File: src/rtl/frame_arbiter.sv
// Round-robin framer: grants one channel per frame and emits HEADER, channel id,
// up to MAX_BURST data words and FOOTER on a registered valid/ready byte link.
module frame_arbiter #(
  parameter int unsigned NUM_REQ   = 4,
  parameter int unsigned DATA_W    = 8,
  parameter logic [7:0]  HEADER    = 8'hAA,
  parameter logic [7:0]  FOOTER    = 8'hFF,
  parameter int unsigned MAX_BURST = 4,
  parameter int unsigned TIMEOUT   = 20
) (
  input  logic                      clk,
  input  logic                      rst,
  input  logic [NUM_REQ-1:0]        req,
  input  logic [NUM_REQ*DATA_W-1:0] req_data,
  output logic [NUM_REQ-1:0]        grant,
  output logic [7:0]                dout,
  output logic                      dout_valid,
  input  logic                      dout_ready,
  output logic                      busy
);

  localparam int unsigned IDW = (NUM_REQ > 1) ? $clog2(NUM_REQ) : 1;
  localparam int unsigned BCW = $clog2(MAX_BURST + 1);
  localparam int unsigned ICW = $clog2(TIMEOUT + 1);

  // State names the next byte to be loaded onto the link.
  typedef enum logic [1:0] {
    S_IDLE,
    S_CHID,
    S_DATA,
    S_FOOTER
  } state_t;

  state_t         state_q;
  logic [IDW-1:0] winner_q;
  logic [IDW-1:0] rr_ptr_q;
  logic [BCW-1:0] burst_q;
  logic [ICW-1:0] idle_q;
  logic [7:0]     dout_q;
  logic           valid_q;

  logic           load_en;
  logic           pick_vld_d;
  logic [IDW-1:0] pick_d;
  logic [IDW-1:0] cand;
  logic [IDW-1:0] rr_next_d;
  logic           win_req;
  logic [7:0]     win_data;
  logic [BCW-1:0] burst_inc;
  logic [ICW-1:0] idle_inc;

  assign load_en   = !valid_q || dout_ready;
  assign win_req   = req[winner_q];
  assign win_data  = req_data[32'(winner_q)*DATA_W +: 8];
  assign burst_inc = burst_q + BCW'(1);
  assign idle_inc  = idle_q + ICW'(1);
  assign rr_next_d = (winner_q == IDW'(NUM_REQ - 1)) ? '0 : winner_q + IDW'(1);

  // First requester at or after rr_ptr, wrapping modulo NUM_REQ.
  always_comb begin
    pick_vld_d = 1'b0;
    pick_d     = '0;
    cand       = '0;
    for (int unsigned k = 0; k < NUM_REQ; k++) begin
      cand = IDW'((32'(rr_ptr_q) + k) % NUM_REQ);
      if (!pick_vld_d && req[cand]) begin
        pick_vld_d = 1'b1;
        pick_d     = cand;
      end
    end
  end

  // Pop is tied to the very edge that loads the word, so it is combinational.
  always_comb begin
    grant = '0;
    if (!rst && load_en && (state_q == S_DATA) && win_req) begin
      grant[winner_q] = 1'b1;
    end
  end

  always_ff @(posedge clk) begin
    if (rst) begin
      state_q  <= S_IDLE;
      winner_q <= '0;
      rr_ptr_q <= '0;
      burst_q  <= '0;
      idle_q   <= '0;
      dout_q   <= '0;
      valid_q  <= 1'b0;
    end else if (load_en) begin
      case (state_q)
        S_IDLE: begin
          if (pick_vld_d) begin
            winner_q <= pick_d;
            dout_q   <= HEADER;
            valid_q  <= 1'b1;
            state_q  <= S_CHID;
          end else begin
            valid_q  <= 1'b0;
          end
        end
        S_CHID: begin
          dout_q  <= 8'(winner_q);
          valid_q <= 1'b1;
          burst_q <= '0;
          idle_q  <= '0;
          state_q <= S_DATA;
        end
        S_DATA: begin
          if (win_req) begin
            dout_q  <= win_data;
            valid_q <= 1'b1;
            burst_q <= burst_inc;
            idle_q  <= '0;
            if (burst_inc == BCW'(MAX_BURST)) state_q <= S_FOOTER;
          end else begin
            valid_q <= 1'b0;
            idle_q  <= idle_inc;
            if (idle_inc == ICW'(TIMEOUT)) state_q <= S_FOOTER;
          end
        end
        S_FOOTER: begin
          dout_q   <= FOOTER;
          valid_q  <= 1'b1;
          rr_ptr_q <= rr_next_d;
          state_q  <= S_IDLE;
        end
        default: begin
          valid_q <= 1'b0;
          state_q <= S_IDLE;
        end
      endcase
    end
  end

  assign dout       = dout_q;
  assign dout_valid = valid_q;
  assign busy       = (state_q != S_IDLE);

endmodule
File: config.mk
export PLATFORM = sky130hd
export DESIGN_NAME = frame_arbiter
export DESIGN_NICKNAME = d
export VERILOG_FILES = /design/src/rtl/frame_arbiter.sv
export SDC_FILE = /design/constraint.sdc
export NUM_CORES = 1
export LEC_CHECK = 0
export ABC_CLOCK_PERIOD_IN_PS = 1640
export BUFFER_PORTS_ARGS = -buffer_cell sky130_fd_sc_hd__buf_2
export CELL_PAD_IN_SITES_DETAIL_PLACEMENT = 1
export CELL_PAD_IN_SITES_GLOBAL_PLACEMENT = 2
export CORE_UTILIZATION = 26
export DETAILED_ROUTE_END_ITERATION = 6
export PLACE_DENSITY = 0.72
export SETUP_SLACK_MARGIN = 0.15
export SYNTH_ARGS = -nofsm -noshare
export SYNTH_HDL_FRONTEND = slang
export SYNTH_SLANG_ARGS = --single-unit
export TNS_END_PERCENT = 30
File: constraint.sdc
create_clock -name clk -period 1.64 [get_ports clk]
set_input_delay 0.082 -clock clk [delete_from_list [all_inputs] [get_ports clk]]
set_output_delay 0.082 -clock clk [all_outputs]
set_load 0.1 [all_outputs]
==> qor.txt <==
Cts bufs inserted - 3
Fin cells - 314
Vias/cell - 5.022
Fillers - 709
Number of synthesized register bits - 23
Critical path type - reg -> out
Final WS setup - -0.2189 ns
Cell count after synthesis - 172
Top Usage Layer GRT - met2
Max cap viols - 0
Most used cell, CP - and2_4
Final WL - 5092 um
Gpl congestion - 0.7658
H-Tree Depth - 1
Synthesized net count - 223
Most common cell after layout, fill and taps aside - buf_2
Fraction of synthesized cell area in xor and xnor cells - 2.217%
Final period utilization - 113.3%
Unrepaired setup endpoints after global routing - true
Initial antenna violation count - 0
Worst min-delay path category - in -> reg
# DRC - 1
CP max-delay cell - mux4_2
Maximum clock rate - 538.0 MHz
VDD IR max - 656.9 uV
Full die area - 6394 um^2
Multi-input logic area - 1170 um^2
Total number of vias - 1577
Post-synth EDFFs - 0
Worst slew pin tran - 0.5008 ns
Syn avg cell area - 9.188 um^2
Hpwl dp - 3880 um
Largest net degree at the start of global routing - 19
Largest area contributor in the netlist - dfxtp_1
Antenna Nets Post-Route - 0
Crit-path max FO - 5
Largest family of logic cells by synthesized area - compound AO/OA/AOI/OAI gates
Cells on worst reg2reg path - 6
Fin. max-slew vios - 0
Reg clk slew, reported paths - 0.08 ns
Wire per inst - 16.22 um
Starting Density - 26.85%
Std-Cell Rows - 28
Synth Area in Adders - 9.501%
Buf+Inv Stages, Crit Path - 1
Total Nets Final - 291
Buffers on Ports - 52
Setup crit end kind - primary output
Kind of cell adding the most delay to the critical path - multiplexers
DIE WIDTH - 79.96 um
Hold path cells - 4
Pwr/cell area - 1537 nW/um^2
Clock Skews - 0.002616 ns
Post-synthesis compound-gate area fraction - 20.98%
Leakage - 0.9330 nW
# setup viols final - 16
Startpoint class of the critical path - flop
WP depth - 5
Mux cell area share after synthesis - 14.57%
Period minus WS final - 1.859 ns
Register Area - 470.5 um^2
Most frequent cells in the layout - buf_2, a21oi_1, dfxtp_1, buf_4, nor2_1
Core area - 5886 um^2
Unique masters post-synth - 40
GRT met3 Usage - 3.200%
Clock Sinks - 23
Vias in the first global route - 1684
Total track usage - 17.48%
Synth Flop Type - dfxtp_1
Synth Cell Area - 1580 um^2
Req. time, crit path - 1.56 ns
Initial drt markers - 66
Layout cells sized above 1 - 48.95%
WP data arrival - 1.78 ns
Max_slew headroom - 66.84%
Drt pass-1 iters - 6
Sequential area share after synthesis - 29.14%
CTS tree - built
Placed cell count - 306
Area grow syn2layout - 44.42%
Met1 GRT Util - 19.61%
Chip height - 79.96 um
Total congestion overflow - 0
Outcome - complete, but fails checks
Root Driver - clkbuf_8
Async S/R FF share, synth - 0%
Met2 Use GR - 33.08%
Failing checks - design-rule violations, negative setup slack
Clock Latency Late Sink - 0.27 ns
Synthesis Warnings - 0
Crit path largest cell delay - 0.51 ns
Synth area leaders - dfxtp_1, mux4_2, ha_1, a211oi_2, a21oi_1
Post-route core utilization - 38.78%
Fin. Hold Viols - 0
Longest Clk Path Bufs - 2
Post-place setup slack - -0.07915 ns
Share of the synthesized area in the top cell type - 29.14%
First-pass GRT wire length - 8349 um
Simple-Gate Fraction of Synth Area - 19.00%
Cell chain of the critical path - mux4_2 > and2_4 > and3_4 > and2_4 > buf_12
IO Count - 53
Post-CTS Hold Buffers - 0
# diodes - 0
logic make-up (layout without fill, tap and decap cells):
logic type / after synthesis / after routing
flops: 23 / 23
simple gates: 61 / 61
mux: 11 / 11
compound gates: 44 / 45
buf+inv: 17 / 83
fa+ha+maj: 12 / 12
xor+xnor: 4 / 4
stage by stage:
step / power, W / TNS (ns) / hold slack, ns / area (um^2)
5_1_grt: 0.003717 / -2.741 / 0.2772 / 2282
2_1_floorplan: 0.002477 / -1.315 / 0.3307 / 1643
4_1_cts: 0.003525 / -1.818 / 0.2511 / 2257
6_report: 0.003507 / -1.714 / 0.2450 / 2282
3_5_place_dp: 0.002973 / -0.3446 / 0.4685 / 2121
3_3_place_gp: 0.002950 / -0.01267 / 0.4621 / 2121
synthesized netlist by cell type (all sizes together), types with 2 or more instances:
cell	instances
a211oi	8
mux2i	2
a21oi	20
and3	2
and2	7
mux4	9
ha	12
xor2	3
a221oi	2
nand4	3
inv	10
nand2	13
buf	3
nor3	2
clkbuf	4
nor2	19
o21ai	4
or4	2
dfxtp	23
nor2b	3
or3	2
nand2b	3
nand3	3
flip-flops by register name, summed over array words and instances (netlist names):
register and flops:
dout 8, idle_q 5, burst_q 3, rr_ptr_q 2, state_q 2, winner_q 2
dout_valid 1
worst paths after layout:
check	from	to	slack (ns)
hold / removal	req[1]	winner_q[0]	0.25
setup / recovery	winner_q[0]	grant[3]	-0.22
hold reg to reg	idle_q[1]	idle_q[1]	0.48
setup reg to reg	winner_q[0]	state_q[0]	-0.21
metal layers:
| metal | part of all wire [%] | routed length (um) |
|---|---|---|
| met2 | 53 | 2687 |
| met5 | 0 | 0 |
| met4 | 1.2 | 59 |
| met1 | 41 | 2102 |
| met3 | 4.8 | 242 |
area by class of cell:
class / count / area share (%)
clock buffer: 4 / 1.974
inverter: 10 / 1.809
multi-input combinational: 133 / 51.26
sequential: 23 / 20.61
tap: 75 / 4.112
timing repair buffer: 69 / 20.23
worst min-delay path: stages:
cell and delay (ns):
buf_2 0.13, a21oi_1 0.10, or4_1 0.11, a21oi_1 0.06
report_power, final:
part / internal, W / switching, W / total (W)
clock network: 0.000174 / 0.000194 / 0.000368
registers: 0.000693 / 0.0000902 / 0.000783
logic: 0.000761 / 0.00160 / 0.00236
total: 0.00163 / 0.00188 / 0.00351
timing repair:
action,in CTS,in global routing
setup buffers,3,0
resized for setup,15,5
endpoints found under the setup margin,25,25
pin swaps,3,2
gates cloned,1,0
(Power assumes the default switching activity.)
